[config.mk]
export PLATFORM = sky130hd
export DESIGN_NAME = ctrl_pipe
export DESIGN_NICKNAME = d
export VERILOG_FILES = /design/src/rtl/ctrl_pkg.sv /design/src/rtl/ctrl_pipe_hazard_unit.sv /design/src/rtl/ctrl_pipe.sv
export SDC_FILE = /design/constraint.sdc
export NUM_CORES = 1
export LEC_CHECK = 0
export CORE_UTILIZATION = 35
export DETAILED_ROUTE_END_ITERATION = 10
export HOLD_SLACK_MARGIN = 0.03
export SYNTH_ARGS = -nofsm -noshare
export SYNTH_HDL_FRONTEND = slang
export SYNTH_SLANG_ARGS = --single-unit
[constraint.sdc]
create_clock -name clk -period 4.2 [get_ports clk]
set_clock_uncertainty 0.1 [all_clocks]
set_input_delay 0.42 -clock clk [delete_from_list [all_inputs] [get_ports clk]]
set_output_delay 0.42 -clock clk [all_outputs]
set_load 0.01 [all_outputs]
[src/rtl/ctrl_pkg.sv]
// Shared widths, forwarding-select codes and control-bundle types for the
// ctrl_pipe pipeline control slice.
package ctrl_pkg;

  localparam int REG_AW    = 5;
  localparam int ALUCTRL_W = 3;

  localparam logic [1:0] FWD_RF  = 2'b00;
  localparam logic [1:0] FWD_WB  = 2'b01;
  localparam logic [1:0] FWD_MEM = 2'b10;

  typedef struct packed {
    logic                 memtoreg;
    logic                 memwrite;
    logic                 branch;
    logic                 alusrc;
    logic                 regdst;
    logic                 regwrite;
    logic [ALUCTRL_W-1:0] aluctrl;
  } ctrl_t;

  // Only the fields still consumed downstream travel past EX.
  typedef struct packed {
    logic memtoreg;
    logic memwrite;
    logic regwrite;
  } mem_ctrl_t;

  typedef struct packed {
    logic memtoreg;
    logic regwrite;
  } wb_ctrl_t;

  // MEM result is younger than WB result, so it wins; $0 is never a source.
  function automatic logic [1:0] fwd_sel(
    input logic              mem_we,
    input logic [REG_AW-1:0] mem_wr,
    input logic              wb_we,
    input logic [REG_AW-1:0] wb_wr,
    input logic [REG_AW-1:0] src
  );
    if (mem_we && (mem_wr != '0) && (mem_wr == src))
      return FWD_MEM;
    else if (wb_we && (wb_wr != '0) && (wb_wr == src))
      return FWD_WB;
    else
      return FWD_RF;
  endfunction

endpackage

[src/rtl/ctrl_pipe_hazard_unit.sv]
// Combinational hazard resolution: load-use stall, branch flush/redirect and
// EX operand forwarding selects.
module hazard_unit
  import ctrl_pkg::*;
#(
  parameter int REG_AW = ctrl_pkg::REG_AW
) (
  input  logic              i_ex_memtoreg,
  input  logic              i_ex_regwrite,
  input  logic              i_ex_branch,
  input  logic              i_ex_zero,
  input  logic [REG_AW-1:0] i_ex_writereg,
  input  logic [REG_AW-1:0] i_ex_rs,
  input  logic [REG_AW-1:0] i_ex_rt,
  input  logic [REG_AW-1:0] i_id_rs,
  input  logic [REG_AW-1:0] i_id_rt,
  input  logic              i_mem_regwrite,
  input  logic [REG_AW-1:0] i_mem_writereg,
  input  logic              i_wb_regwrite,
  input  logic [REG_AW-1:0] i_wb_writereg,
  output logic              o_stall,
  output logic              o_flush,
  output logic              o_pc_src,
  output logic [1:0]        o_forward_a,
  output logic [1:0]        o_forward_b
);

  logic w_taken;
  logic w_load_use;

  assign w_taken    = i_ex_branch & i_ex_zero;
  assign w_load_use = i_ex_memtoreg & i_ex_regwrite & (i_ex_writereg != '0) &
                      ((i_ex_writereg == i_id_rs) | (i_ex_writereg == i_id_rt));

  // A taken branch makes the ID instruction wrong-path, so it never stalls.
  assign o_flush  = w_taken;
  assign o_pc_src = w_taken;
  assign o_stall  = w_load_use & ~w_taken;

  assign o_forward_a = fwd_sel(i_mem_regwrite, i_mem_writereg,
                               i_wb_regwrite, i_wb_writereg, i_ex_rs);
  assign o_forward_b = fwd_sel(i_mem_regwrite, i_mem_writereg,
                               i_wb_regwrite, i_wb_writereg, i_ex_rt);

endmodule

[src/rtl/ctrl_pipe.sv]
// ID/EX, EX/MEM and MEM/WB control registers of the 5-stage MIPS pipeline,
// with hazard resolution delegated to hazard_unit.
module ctrl_pipe #(
  parameter int REG_AW    = ctrl_pkg::REG_AW,
  parameter int ALUCTRL_W = ctrl_pkg::ALUCTRL_W
) (
  input  logic                 clk,
  input  logic                 rst_n,
  input  logic                 id_memtoreg,
  input  logic                 id_memwrite,
  input  logic                 id_branch,
  input  logic                 id_alusrc,
  input  logic                 id_regdst,
  input  logic                 id_regwrite,
  input  logic [ALUCTRL_W-1:0] id_aluctrl,
  input  logic [REG_AW-1:0]    id_rs,
  input  logic [REG_AW-1:0]    id_rt,
  input  logic [REG_AW-1:0]    id_rd,
  input  logic                 ex_zero,
  output logic                 ex_alusrc,
  output logic                 ex_regdst,
  output logic [ALUCTRL_W-1:0] ex_aluctrl,
  output logic [1:0]           forward_a,
  output logic [1:0]           forward_b,
  output logic                 mem_memwrite,
  output logic [REG_AW-1:0]    mem_writereg,
  output logic [REG_AW-1:0]    wb_writereg,
  output logic                 wb_memtoreg,
  output logic                 wb_regwrite,
  output logic                 stall,
  output logic                 flush,
  output logic                 pc_src
);

  import ctrl_pkg::*;

  ctrl_t             w_id_ctrl;
  ctrl_t             r_ex_ctrl;
  logic [REG_AW-1:0] r_ex_rs;
  logic [REG_AW-1:0] r_ex_rt;
  logic [REG_AW-1:0] r_ex_rd;
  logic [REG_AW-1:0] w_ex_writereg;
  mem_ctrl_t         r_mem_ctrl;
  logic [REG_AW-1:0] r_mem_writereg;
  wb_ctrl_t          r_wb_ctrl;
  logic [REG_AW-1:0] r_wb_writereg;
  logic              w_stall;
  logic              w_flush;
  logic              w_pc_src;

  assign w_id_ctrl = '{memtoreg: id_memtoreg, memwrite: id_memwrite,
                       branch:   id_branch,   alusrc:   id_alusrc,
                       regdst:   id_regdst,   regwrite: id_regwrite,
                       aluctrl:  id_aluctrl};

  assign w_ex_writereg = r_ex_ctrl.regdst ? r_ex_rd : r_ex_rt;

  always_ff @(posedge clk) begin
    if (!rst_n) begin
      r_ex_ctrl      <= '0;
      r_ex_rs        <= '0;
      r_ex_rt        <= '0;
      r_ex_rd        <= '0;
      r_mem_ctrl     <= '0;
      r_mem_writereg <= '0;
      r_wb_ctrl      <= '0;
      r_wb_writereg  <= '0;
    end else begin
      if (w_stall || w_flush) begin
        r_ex_ctrl <= '0;
        r_ex_rs   <= '0;
        r_ex_rt   <= '0;
        r_ex_rd   <= '0;
      end else begin
        r_ex_ctrl <= w_id_ctrl;
        r_ex_rs   <= id_rs;
        r_ex_rt   <= id_rt;
        r_ex_rd   <= id_rd;
      end
      r_mem_ctrl     <= '{memtoreg: r_ex_ctrl.memtoreg,
                          memwrite: r_ex_ctrl.memwrite,
                          regwrite: r_ex_ctrl.regwrite};
      r_mem_writereg <= w_ex_writereg;
      r_wb_ctrl      <= '{memtoreg: r_mem_ctrl.memtoreg,
                          regwrite: r_mem_ctrl.regwrite};
      r_wb_writereg  <= r_mem_writereg;
    end
  end

  hazard_unit #(.REG_AW(REG_AW)) u_hazard (
    .i_ex_memtoreg  (r_ex_ctrl.memtoreg),
    .i_ex_regwrite  (r_ex_ctrl.regwrite),
    .i_ex_branch    (r_ex_ctrl.branch),
    .i_ex_zero      (ex_zero),
    .i_ex_writereg  (w_ex_writereg),
    .i_ex_rs        (r_ex_rs),
    .i_ex_rt        (r_ex_rt),
    .i_id_rs        (id_rs),
    .i_id_rt        (id_rt),
    .i_mem_regwrite (r_mem_ctrl.regwrite),
    .i_mem_writereg (r_mem_writereg),
    .i_wb_regwrite  (r_wb_ctrl.regwrite),
    .i_wb_writereg  (r_wb_writereg),
    .o_stall        (w_stall),
    .o_flush        (w_flush),
    .o_pc_src       (w_pc_src),
    .o_forward_a    (forward_a),
    .o_forward_b    (forward_b)
  );

  assign ex_alusrc    = r_ex_ctrl.alusrc;
  assign ex_regdst    = r_ex_ctrl.regdst;
  assign ex_aluctrl   = r_ex_ctrl.aluctrl;
  assign mem_memwrite = r_mem_ctrl.memwrite;
  assign mem_writereg = r_mem_writereg;
  assign wb_writereg  = r_wb_writereg;
  assign wb_memtoreg  = r_wb_ctrl.memtoreg;
  assign wb_regwrite  = r_wb_ctrl.regwrite;
  assign stall        = w_stall;
  assign flush        = w_flush;
  assign pc_src       = w_pc_src;

endmodule

==> metrics.md, run 1 <==
| Metric | Value |
|---|---|
| Status | complete, no violations |
| Post-synth top flop | dfxtp_1 |
| CP Max Fanout | 8 |
| First-pass GRT wire length | 6140 um |
| Hold Crit Start | r_ex_ctrl[7] |
| Post-CTS Hold Fix Bufs | 0 |
| Max Fclk | around 0.33 GHz |
| Met2 WL | 1610 um |
| Cell variety after synth | 24 |
| TritonCTS Buffers | 5 |
| Clk root buf | clkbuf_8 |
| Drt via density | approximately 4.7 |
| Final Max Tran Viols | 0 |
| Yosys top cell area share | 45.3% |
| DRT iter0 DRCs | 41 |
| Wl on met1 | 1720 um |
| Fin. Hold Viols | 0 |
| Max_slew headroom | 71.6% |
| Die Y | 72.2 um |
| Post-synthesis cell count | 179 |
| GP Congestion | between 0.8 and 0.9 |
| Clock Latency Late Sink | 0.28 ns |
| Pleak | 0.966 nW |
| Sequential area share after synthesis | 45.3% |
| Clock Sinks | 39 |
| Die area | 5210 um2 |
| Final Setup Violations | 0 |
| Footprint of the multi-input gates | 818 um2 |
| Synth async-reset ratio | 0% |
| Vias | 1,369 |
| Metal3 WL | between 200 and 250 um |
| Initial Util | 36.5% |
| Share of layout cells above drive strength 1 | 6.19% |
| Number of max-cap violations | 0 |
| Congestion Overflow GR | 0 |
| Initial antenna violation count | 0 |
| Final ANT Viol Nets | 0 |
| Setup bufs post-CTS | 0 |
| Cell Area, Synth | 1720 um2 |
| Setup slack, reg-to-reg | between 2 and 2.5 ns |
| Placed insts | around 290 |
| Post-synth top area cell | dfxtp_1 |
| Storage element area | around 780 um2 |
| # port buffers | 51 |
| Gates resized, CTS repair | 0 |
| Synthesized Nets | between 200 and 250 |
| Post-synth EDFFs | 0 |
| Worst Tran Pin Value | 0.422 ns |
| Worst r2r src | ex_regdst |
| Hold EP | mem_memwrite |
| Clock-pin slew on the worst setup and hold paths | 0.07 ns |
| Fin nets | roughly 250 |
| Fin crit share | 72.0% |
| Synth Area per Inst | 9.63 um2 |
| # fillers | approximately 460 |
| Row cnt | 25 |
| Worst EP required | between 3 and 4 ns |
| Setup crit end kind | output pin |
| Post-route minimum period | 3.02 ns |
| First-pass iteration count of the detailed router | 4 |
| GR Util All Layers | roughly 15% |
| Area Growth Syn to Fin | 36.3% |
| Wire per inst | 12.4 um |
| Max clock buf depth | 2 |
| Largest net degree at the start of global routing | 40 |
| WP data arrival | 2.50 ns |
| Startpoint types | flip-flop |
| Die span in x | 72.2 um |
| Io pins | between 50 and 60 |
| DPL Wire Length | between 2000 and 3000 um |
| Worst IR drop on VDD | 161 uV |
| H-tree lvl count | 2 |
| Antenna diode count | 0 |
| DR top layer | met4 |
| HP Class | reg2reg |
| Detailed-route DRC error count | 0 |
| WHS Path Cells | 1 |
| CTS tree | yes |
| Vias in the first global route | about 1,300 |
| #FFs+latches synth | 39 |
| FF-to-FF path depth | 6 |
| RSZ-0062 raised after global routing | false |
| RR Endpoint | r_ex_rs[1] |
| Cells taking the most area after synthesis | dfxtp_1 (45%), xor2_1 (9.2%), nand3_1 (7.8%), nor3_1 (6.7%), xnor2_1 (6.1%) |
| Power per cell area | 356 nW/um2 |
| Drt total wl | 3620 um |
| Fin cells | between 200 and 300 |
| Setup TNS Final | 0 ns |
| Kind of critical path | reg2out |
| Core area | 4720 um2 |
| Ys Warns | 0 |
[worst max-delay path by stage]
stage | start | to | slack [ns] | depth (start not counted)
3_5_place_dp | ex_regdst | stall | 1.46 | 6
4_1_cts | ex_regdst | stall | 1.13 | 6
5_1_grt | ex_regdst | stall | 1.03 | 6
3_3_place_gp | id_rs[3] | stall | 1.46 | 6
6_report | ex_regdst | stall | 1.18 | 6
2_1_floorplan | ex_regdst | stall | 1.92 | 6
[worst max-delay path: stages, from the launching register on]
cell and delay, ns:
dfxtp_1 0.55, mux2i_1 0.40, xor2_1 0.18, nand3_1 0.13
nor4b_4 0.28, o21a_1 0.16, clkdlybuf4s50_1 0.52
[per-stage QoR]
| stage | utilization, % | worst slack [ns] | power [W] | area, um2 | hold WS [ns] |
|---|---|---|---|---|---|
| 4_1_cts | 49.7 | 1.13 | 0.000848 | 2350 | 0.339 |
| 6_report | 49.7 | 1.18 | 0.000836 | 2350 | 0.338 |
| 5_1_grt | 49.7 | 1.03 | 0.000879 | 2350 | 0.366 |
| 3_5_place_dp | 47.2 | 1.46 | 0.000530 | 2230 | 0.321 |
| 2_1_floorplan | - | 1.92 | 0.000476 | 1720 | 0.312 |
| 3_3_place_gp | 47.2 | 1.46 | 0.000529 | 2230 | 0.315 |
[cell type report]
cell class              count  area share [%]
repair buffers             55            23.0
well taps                  67            3.57
clock inverters             2            1.49
inverters                   2           0.320
multi-input cells         122            34.8
clock buffers               6            3.52
flip-flops and latches     39            33.2
[report_power, final]
group          switching (W)  internal (W)  total, W
Clock               0.000124      0.000192  0.000316
Combinational      0.0000448     0.0000679  0.000113
Sequential         0.0000180      0.000389  0.000407
Total               0.000187      0.000649  0.000836
[flip-flops by register name, indices dropped and copies added, names as in the netlist]
signal	cells
ex_regdst	1
mem_memwrite	1
ex_alusrc	1
mem_writereg	5
r_mem_ctrl	2
wb_regwrite	1
wb_memtoreg	1
r_ex_rd	5
r_ex_rt	5
r_ex_ctrl	4
wb_writereg	5
ex_aluctrl	3
r_ex_rs	5
[synthesized netlist by cell type (5+ instances only)]
cell and instances:
nor3_1 23, xnor2_1 12, xor2_1 18, dfxtp_1 39, buf_6 5, mux2i_1 5, buf_4 5, clkbuf_1 6
nor4_1 5, or4_1 5, nand3_1 27, and2_1 10
[per-layer routing]
metal	track usage [%]	up-vias
li1	-	701
met1	19.9	621
met2	23.9	43
met3	5.28	4
met4	5.23	0
met5	0	-
[cell families (layout without fill, tap and decap cells)]
family	after synthesis	in the layout	share of synthesized area [%]
AND/OR/NAND/NOR	82	82	27.5
buffers and inverters	18	65	7.19
flip-flops	39	39	45.3
XOR/XNOR	30	30	15.3
multiplexers	5	5	2.90
AO/OA/AOI/OAI	5	5	1.82
[cells in the final DEF (no fill, tap or decap)]
cell type | synthesis | final
nor2b_1 | 2 | 2
o311ai_1 | 1 | 1
o21ai_0 | 2 | 2
inv_1 | 2 | 2
nor3_1 | 23 | 23
nor4b_4 | 1 | 1
nor4_1 | 5 | 5
and4_1 | 1 | 1
nand2_1 | 1 | 1
clkinv_2 | 0 | 1
nand3_1 | 27 | 27
and2b_1 | 3 | 3
nor2_1 | 3 | 3
xor2_1 | 18 | 18
a21oi_1 | 1 | 1
or4_1 | 5 | 5
clkbuf_8 | 0 | 6
and2_1 | 10 | 10
nor3_2 | 1 | 1
bufinv_16 | 0 | 1
dfxtp_1 | 39 | 39
xnor2_1 | 12 | 12
o21a_1 | 1 | 1
mux2i_1 | 5 | 5
buf_4 | 5 | 4
clkdlybuf4s50_1 | 0 | 51
(Power assumes the default switching activity.)
==> inputs of run 2 (changes only) <==
Clock period 4.2 ns to 3.08 ns, I/O delays scaled along.
==> run 2 against run 1 <==
Against the previous run:
- clock power increased by 56%
- total power increased by 44%
- final cell count increased by 0.34%
- global-route usage about the same
- flip-flop and latch count unchanged
- hold slack got worse by 0.0017 ns
- wire length increased by 3.1%
- non-clock buffer count increased by 1
- first-iteration DRC count increased by 22%
- final area increased by 1.0%
==> metrics.md, run 2 (synthesis results as in run 1) <==
| Metric | Value |
|---|---|
| Status | complete, no violations (unchanged) |
| Core area | 4720 um2 (unchanged) |
| Clk root buf | clkbuf_8 (unchanged) |
| GR Util All Layers | 15.4% (about the same) |
| GP Congestion | 0.831 (was 0.826) |
| CP Max Fanout | 8 (unchanged) |
| Number of max-cap violations | 0 (unchanged) |
| CTS tree | yes (unchanged) |
| Drt via density | 4.68 (was 4.67) |
| DRT iter0 DRCs | 50 (was 41) |
| Drt total wl | 3730 um (was 3620 um) |
| Post-route minimum period | 2.84 ns |
| Post-CTS Hold Fix Bufs | 0 (unchanged) |
| Commonest non-fill, non-tap cell in the layout | clkdlybuf4s50_1 (unchanged) |
| First-pass GRT wire length | 6120 um (was 6140 um) |
| Area of placed instances | 2240 um2 (was 2230 um2) |
| H-tree lvl count | 2 (unchanged) |
| Row cnt | 25 (unchanged) |
| Area Growth Syn to Fin | 37.7% (was 36.3%) |
| Setup TNS Final | 0 ns (unchanged) |
| Internal power | 0.000948 W (was 0.000649 W) |
| Final instance area | 2370 um2 (was 2350 um2) |
| Logic gate share of total power | 12.9% (was 13.5%) |
| Die Y | 72.2 um (unchanged) |
| Worst IR drop on VDD | 238 uV (was 161 uV) |
| Clock Latency Late Sink | 0.28 ns (about the same) |
| Power per cell area | 507 nW/um2 (was 356 nW/um2) |
| Antenna diode count | 0 (unchanged) |
| # fillers | 465 (was 456) |
| Initial antenna violation count | 0 (unchanged) |
| HP Class | reg2reg (unchanged) |
| Top delay family on crit path | buffers and inverters (was flip-flops) |
| Fin crit share | between 90% and 100% |
| Total power | 0.00120 W (was 0.000836 W) |
| Vias in the first global route | 1,282 (was 1,294) |
| Share of layout cells above drive strength 1 | 6.61% (was 6.19%) |
| Clock Sinks | 39 (unchanged) |
| Startpoint types | flip-flop (unchanged) |
| Clock-pin slew on the worst setup and hold paths | 0.08 ns (was 0.07 ns) |
| Buf/Inv on CP | 1 (unchanged) |
| Max_slew headroom | 37.4% (was 71.6%) |
| Fin nets | 253 (was 252) |
| NetSw | 0.000256 W (was 0.000187 W) |
| Congestion Overflow GR | 0 (unchanged) |
| Critical Path Max Stage Delay | 0.53 ns (was 0.55 ns) |
| Final Setup Violations | 0 (unchanged) |
| Setup crit end kind | output pin (unchanged) |
| Sequential power share | 46.2% (was 48.7%) |
| Crit path cell chain | mux2i_1 -> xor2_1 -> nand3_1 -> nor4b_4 -> o21a_1 -> clkdlybuf4s50_1 (unchanged) |
| Worst EP required | 2.67 ns (was 3.68 ns) |
| Power share of the clock group | 40.9% (was 37.8%) |
| Final Max Tran Viols | 0 (unchanged) |
| RSZ-0062 raised after global routing | false (unchanged) |
| First-pass iteration count of the detailed router | 4 (unchanged) |
| Largest net degree at the start of global routing | 31 (was 40) |
| Hold Slack | 0.337 ns (was 0.338 ns) |
| Pleak | 0.975 nW (was 0.966 nW) |
| TritonCTS Buffers | 5 (unchanged) |
| Io pins | 52 (unchanged) |
| Max Fclk | 0.352 GHz |
| WP data arrival | 2.43 ns (was 2.50 ns) |
| Die span in x | 72.2 um (unchanged) |
| Kind of critical path | reg2out (unchanged) |
| Wire per inst | 12.7 um (was 12.4 um) |
| Initial Util | 36.5% (unchanged) |
| Die area | 5210 um2 (unchanged) |
| Final ANT Viol Nets | 0 (unchanged) |
| Vias | 1,377 (was 1,369) |
| Setup bufs post-CTS | 0 (unchanged) |
| Fin. Hold Viols | 0 (unchanged) |
| Max clock buf depth | 2 (unchanged) |
| Slowest cell on crit path | clkdlybuf4s50_1 (was dfxtp_1) |
| Most frequent cells in the layout | clkdlybuf4s50_1 (51), dfxtp_1 (38), nand3_1 (27) (was clkdlybuf4s50_1 (51), dfxtp_1 (39), nand3_1 (27)) |
| Detailed-route DRC error count | 0 (unchanged) |
| Sw Share | 21.3% (was 22.4%) |
| DPL Wire Length | 2820 um (was 2630 um) |
| # port buffers | 51 (unchanged) |
| Worst Tran Pin Value | 0.936 ns (was 0.422 ns) |
==> run 2: final timing paths <==
kind            startpoint           to  slack [ns]  cells past startpoint
max              ex_regdst        stall        0.24                      6
min          r_mem_ctrl[2]  wb_memtoreg        0.34                      1
max reg2reg      ex_regdst   r_ex_rs[4]        1.00                      6
min reg2reg  r_mem_ctrl[2]  wb_memtoreg        0.34                      1
==> run 2: stage by stage <==
step           instances  worst slack [ns]  util, %
6_report             294             0.240     50.2
5_1_grt              294            0.0489     50.2
4_1_cts              294             0.102     50.2
3_5_place_dp         286             0.422     47.4
3_3_place_gp         286             0.471     47.4
2_1_floorplan        179             0.916        -
==> run 2: area by class of cell <==
| class | instances | area, um2 | share of cell area (%) |
|---|---|---|---|
| inverters | 2 | 7.51 | 0.316 |
| clock inverters | 2 | 60.1 | 2.53 |
| repair buffers | 56 | 548 | 23.1 |
| clock buffers | 6 | 72.6 | 3.06 |
| flip-flops and latches | 39 | 782 | 33.0 |
| well taps | 67 | 83.8 | 3.53 |
| multi-input cells | 122 | 818 | 34.5 |
==> run 2: routing by layer <==
| metal | part of all wire, % | vias to the layer above | global-route usage, % |
|---|---|---|---|
| met5 | 0 | - | 0 |
| met4 | 0.54 | 0 | 4.58 |
| met3 | 6.3 | 2 | 5.28 |
| met2 | 47 | 43 | 24.9 |
| met1 | 46 | 630 | 19.4 |
| li1 | - | 702 | - |
==> run 2: power groups by stage <==
stage | clock network [W] | logic (W) | registers [W]
finish | 0.000492 | 0.000155 | 0.000557
global route | 0.000527 | 0.000170 | 0.000560
CTS | 0.000504 | 0.000157 | 0.000556
detailed placement | 0 | 0.000157 | 0.000568
global placement | 0 | 0.000155 | 0.000568
floorplan | 0 | 0.0000865 | 0.000563
==> run 2: what timing repair did <==
| item | in CTS | in global routing |
|---|---|---|
| endpoints found under the setup margin | 0 | 1 |
| endpoints found under the hold margin | 0 | 0 |
| gates resized for setup | 0 | 1 |
==> inputs of run 3 (changes only) <==
Clock period 3.08 ns to 2.8 ns, I/O delays scaled along.
==> run 3 against run 2 <==
Against the previous run:
- worst setup slack got worse by 0.13 ns
- critical path depth stayed put
- wire length fell by 0.40%
- hold slack worse by 0.0018 ns
- clock power is 18% lower
- largest power group unchanged
- flip-flop and latch count unchanged
- sequential power increased by 9.9%
==> metrics.md, run 3 (synthesis results as in run 1) <==
| Metric | Value |
|---|---|
| Largest net degree at the start of global routing | 40 (was 31) |
| Vias | 1,359 (was 1,377) |
| Util after Layout | 50.4% (was 50.2%) |
| Clock Latency Late Sink | 0.28 ns (about the same) |
| GP Congestion | 0.757 (was 0.831) |
| Hold Slack | 0.335 ns (was 0.337 ns) |
| DRT iter0 DRCs | 24 (was 50) |
| Detailed-route DRC error count | 0 (unchanged) |
| Number of max-cap violations | 0 (unchanged) |
| Worst IR drop on VDD | 242 uV (was 238 uV) |
| Most frequent cells in the layout | clkdlybuf4s50_1 (49), dfxtp_1 (38), nand3_1 (27) (was clkdlybuf4s50_1 (51), dfxtp_1 (38), nand3_1 (27)) |
| First-pass GRT wire length | 6320 um (was 6120 um) |
| Clock Sinks | 39 (unchanged) |
| Sw Share | 23.2% (was 21.3%) |
| Row cnt | 25 (unchanged) |
| Final Max Tran Viols | 0 (unchanged) |
| TritonCTS Buffers | 5 (unchanged) |
| Setup crit end kind | output pin (unchanged) |
| Sequential power share | 51.3% (was 46.2%) |
| Kind of critical path | reg2out (unchanged) |
| Power share of the clock group | 33.9% (was 40.9%) |
| Commonest non-fill, non-tap cell in the layout | clkdlybuf4s50_1 (unchanged) |
| NetSw | 0.000277 W (was 0.000256 W) |
| Die Y | 72.2 um (unchanged) |
| CP Max Fanout | 2 (was 8) |
| Clk root buf | clkbuf_8 (unchanged) |
| Fin. Hold Viols | 0 (unchanged) |
| Vias in the first global route | 1,308 (was 1,282) |
| RSZ-0062 raised after global routing | true (was false) |
| Setup bufs post-CTS | 0 (unchanged) |
| CTS tree | yes (unchanged) |
| Core area | 4720 um2 (unchanged) |
| Status | complete, no violations (unchanged) |
| Die span in x | 72.2 um (unchanged) |
| Placed insts | 289 (was 286) |
| Wire per inst | 12.5 um (was 12.7 um) |
| Worst Tran Pin Value | 0.362 ns (was 0.936 ns) |
| Share of layout cells above drive strength 1 | 9.13% (was 6.61%) |
| Max clock buf depth | 2 (unchanged) |
| Area Growth Syn to Fin | 38.2% (was 37.7%) |
| # fillers | 452 (was 465) |
| Post-CTS Hold Fix Bufs | 0 (unchanged) |
| GR Util All Layers | 16.1% (was 15.4%) |
| Pleak | 1.01 nW (was 0.975 nW) |
| Drt via density | 4.58 (was 4.68) |
| First-pass iteration count of the detailed router | 4 (unchanged) |
| Fin crit share | 96.1% |
| WP data arrival | 2.31 ns (was 2.43 ns) |
| Io pins | 52 (unchanged) |
| Congestion Overflow GR | 0 (unchanged) |
| DPL Wire Length | 2770 um (was 2820 um) |
| Drt total wl | 3720 um (was 3730 um) |
| WHS Path Cells | 1 (unchanged) |
| Area of placed instances | 2260 um2 (was 2240 um2) |
| Max_slew headroom | 75.6% (was 37.4%) |
| FF-to-FF path depth | 6 (unchanged) |
| Post-route minimum period | between 2 and 3 ns |
| Worst EP required | 2.42 ns (was 2.67 ns) |
| Power per cell area | 501 nW/um2 (was 507 nW/um2) |
| Fin nets | 256 (was 253) |
| Internal power | 0.000916 W (was 0.000948 W) |
| Antenna diode count | 0 (unchanged) |
| Die area | 5210 um2 (unchanged) |
| Final ANT Viol Nets | 0 (unchanged) |
| Initial Util | 36.5% (unchanged) |
| Fin cells | 297 (was 294) |
| Initial antenna violation count | 0 (unchanged) |
| Startpoint types | flip-flop (unchanged) |
| HP Class | reg2reg (unchanged) |
| Final instance area | 2380 um2 (was 2370 um2) |
| Max Fclk | 0.372 GHz |
| H-tree lvl count | 2 (unchanged) |
| Final Setup Violations | 0 (unchanged) |
| Clock-pin slew on the worst setup and hold paths | 0.07 ns (was 0.08 ns) |
| # port buffers | 51 (unchanged) |
| Logic gate share of total power | 14.8% (was 12.9%) |
[run 3: changes by cell type in the layout (fill, tap and decap cells not counted)]
| cell | delta |
|---|---|
| mux2i_1 | -3 |
| clkbuf_8 | +2 |
| dfxtp_2 | -1 |
| mux2i_2 | +3 |
| buf_4 | +3 |
| clkdlybuf4s50_1 | -2 |
| o21ai_1 | +1 |
| bufinv_16 | -2 |
| o21ai_0 | -1 |
| dfxtp_4 | +1 |
| dlymetal6s2s_1 | +2 |
[run 3: what timing repair did]
action | in CTS | in global routing
hold endpoints to repair | 0 | 0
endpoints found under the setup margin | 3 | 3
resized for setup | 2 | 6
[run 3: path summary, 6_finish.rpt]
kind	start	endpoint	slack, ns
max	r_ex_rd[2]	stall	0.11
min reg2reg	r_ex_ctrl[7]	mem_memwrite	0.33
min	r_ex_ctrl[7]	mem_memwrite	0.33
max reg2reg	r_ex_rd[2]	r_ex_rs[3]	0.83
[run 3: power groups by stage]
| stage | clock network, W | logic [W] | registers (W) |
|---|---|---|---|
| finish | 0.000404 | 0.000177 | 0.000612 |
| global route | 0.000445 | 0.000195 | 0.000617 |
| CTS | 0.000418 | 0.000177 | 0.000612 |
| detailed placement | 0 | 0.000176 | 0.000625 |
| global placement | 0 | 0.000175 | 0.000624 |
| floorplan | 0 | 0.0000951 | 0.000619 |
[run 3: layout make-up]
| cell class | count | area, um2 | share of cell area (%) |
|---|---|---|---|
| Multi-Input combinational cell | 122 | 830 | 34.8 |
| Inverter | 2 | 7.51 | 0.315 |
| Clock buffer | 8 | 100 | 4.20 |
| Timing Repair Buffer | 59 | 576 | 24.2 |
| Sequential cell | 39 | 785 | 32.9 |
| Tap cell | 67 | 83.8 | 3.52 |
[run 3: per-stage QoR]
stage / setup TNS, ns / worst slack, ns / total power (W)
after floorplan: 0 / 0.664 / 0.000714
after global placement: 0 / 0.310 / 0.000799
after detailed placement: 0 / 0.280 / 0.000801
after CTS: 0 / 0.0446 / 0.00121
after global routing: -0.0138 / -0.0138 / 0.00126
final: 0 / 0.110 / 0.00119
[run 3: routing by layer]
layer	up-vias	wire length, um	global-route usage, %
li1	710	-	-
met1	604	1760	20.2
met2	43	1710	24.8
met3	2	218	5.97
met4	0	26	6.97
met5	-	0	0
[run 3: critical path, stage by stage, from the launching register on]
cell and delay, ns:
dfxtp_1 0.33, or4_1 0.52, o311ai_1 0.26, a21oi_1 0.10, and4_1 0.18, o21a_1 0.17
clkdlybuf4s50_1 0.47
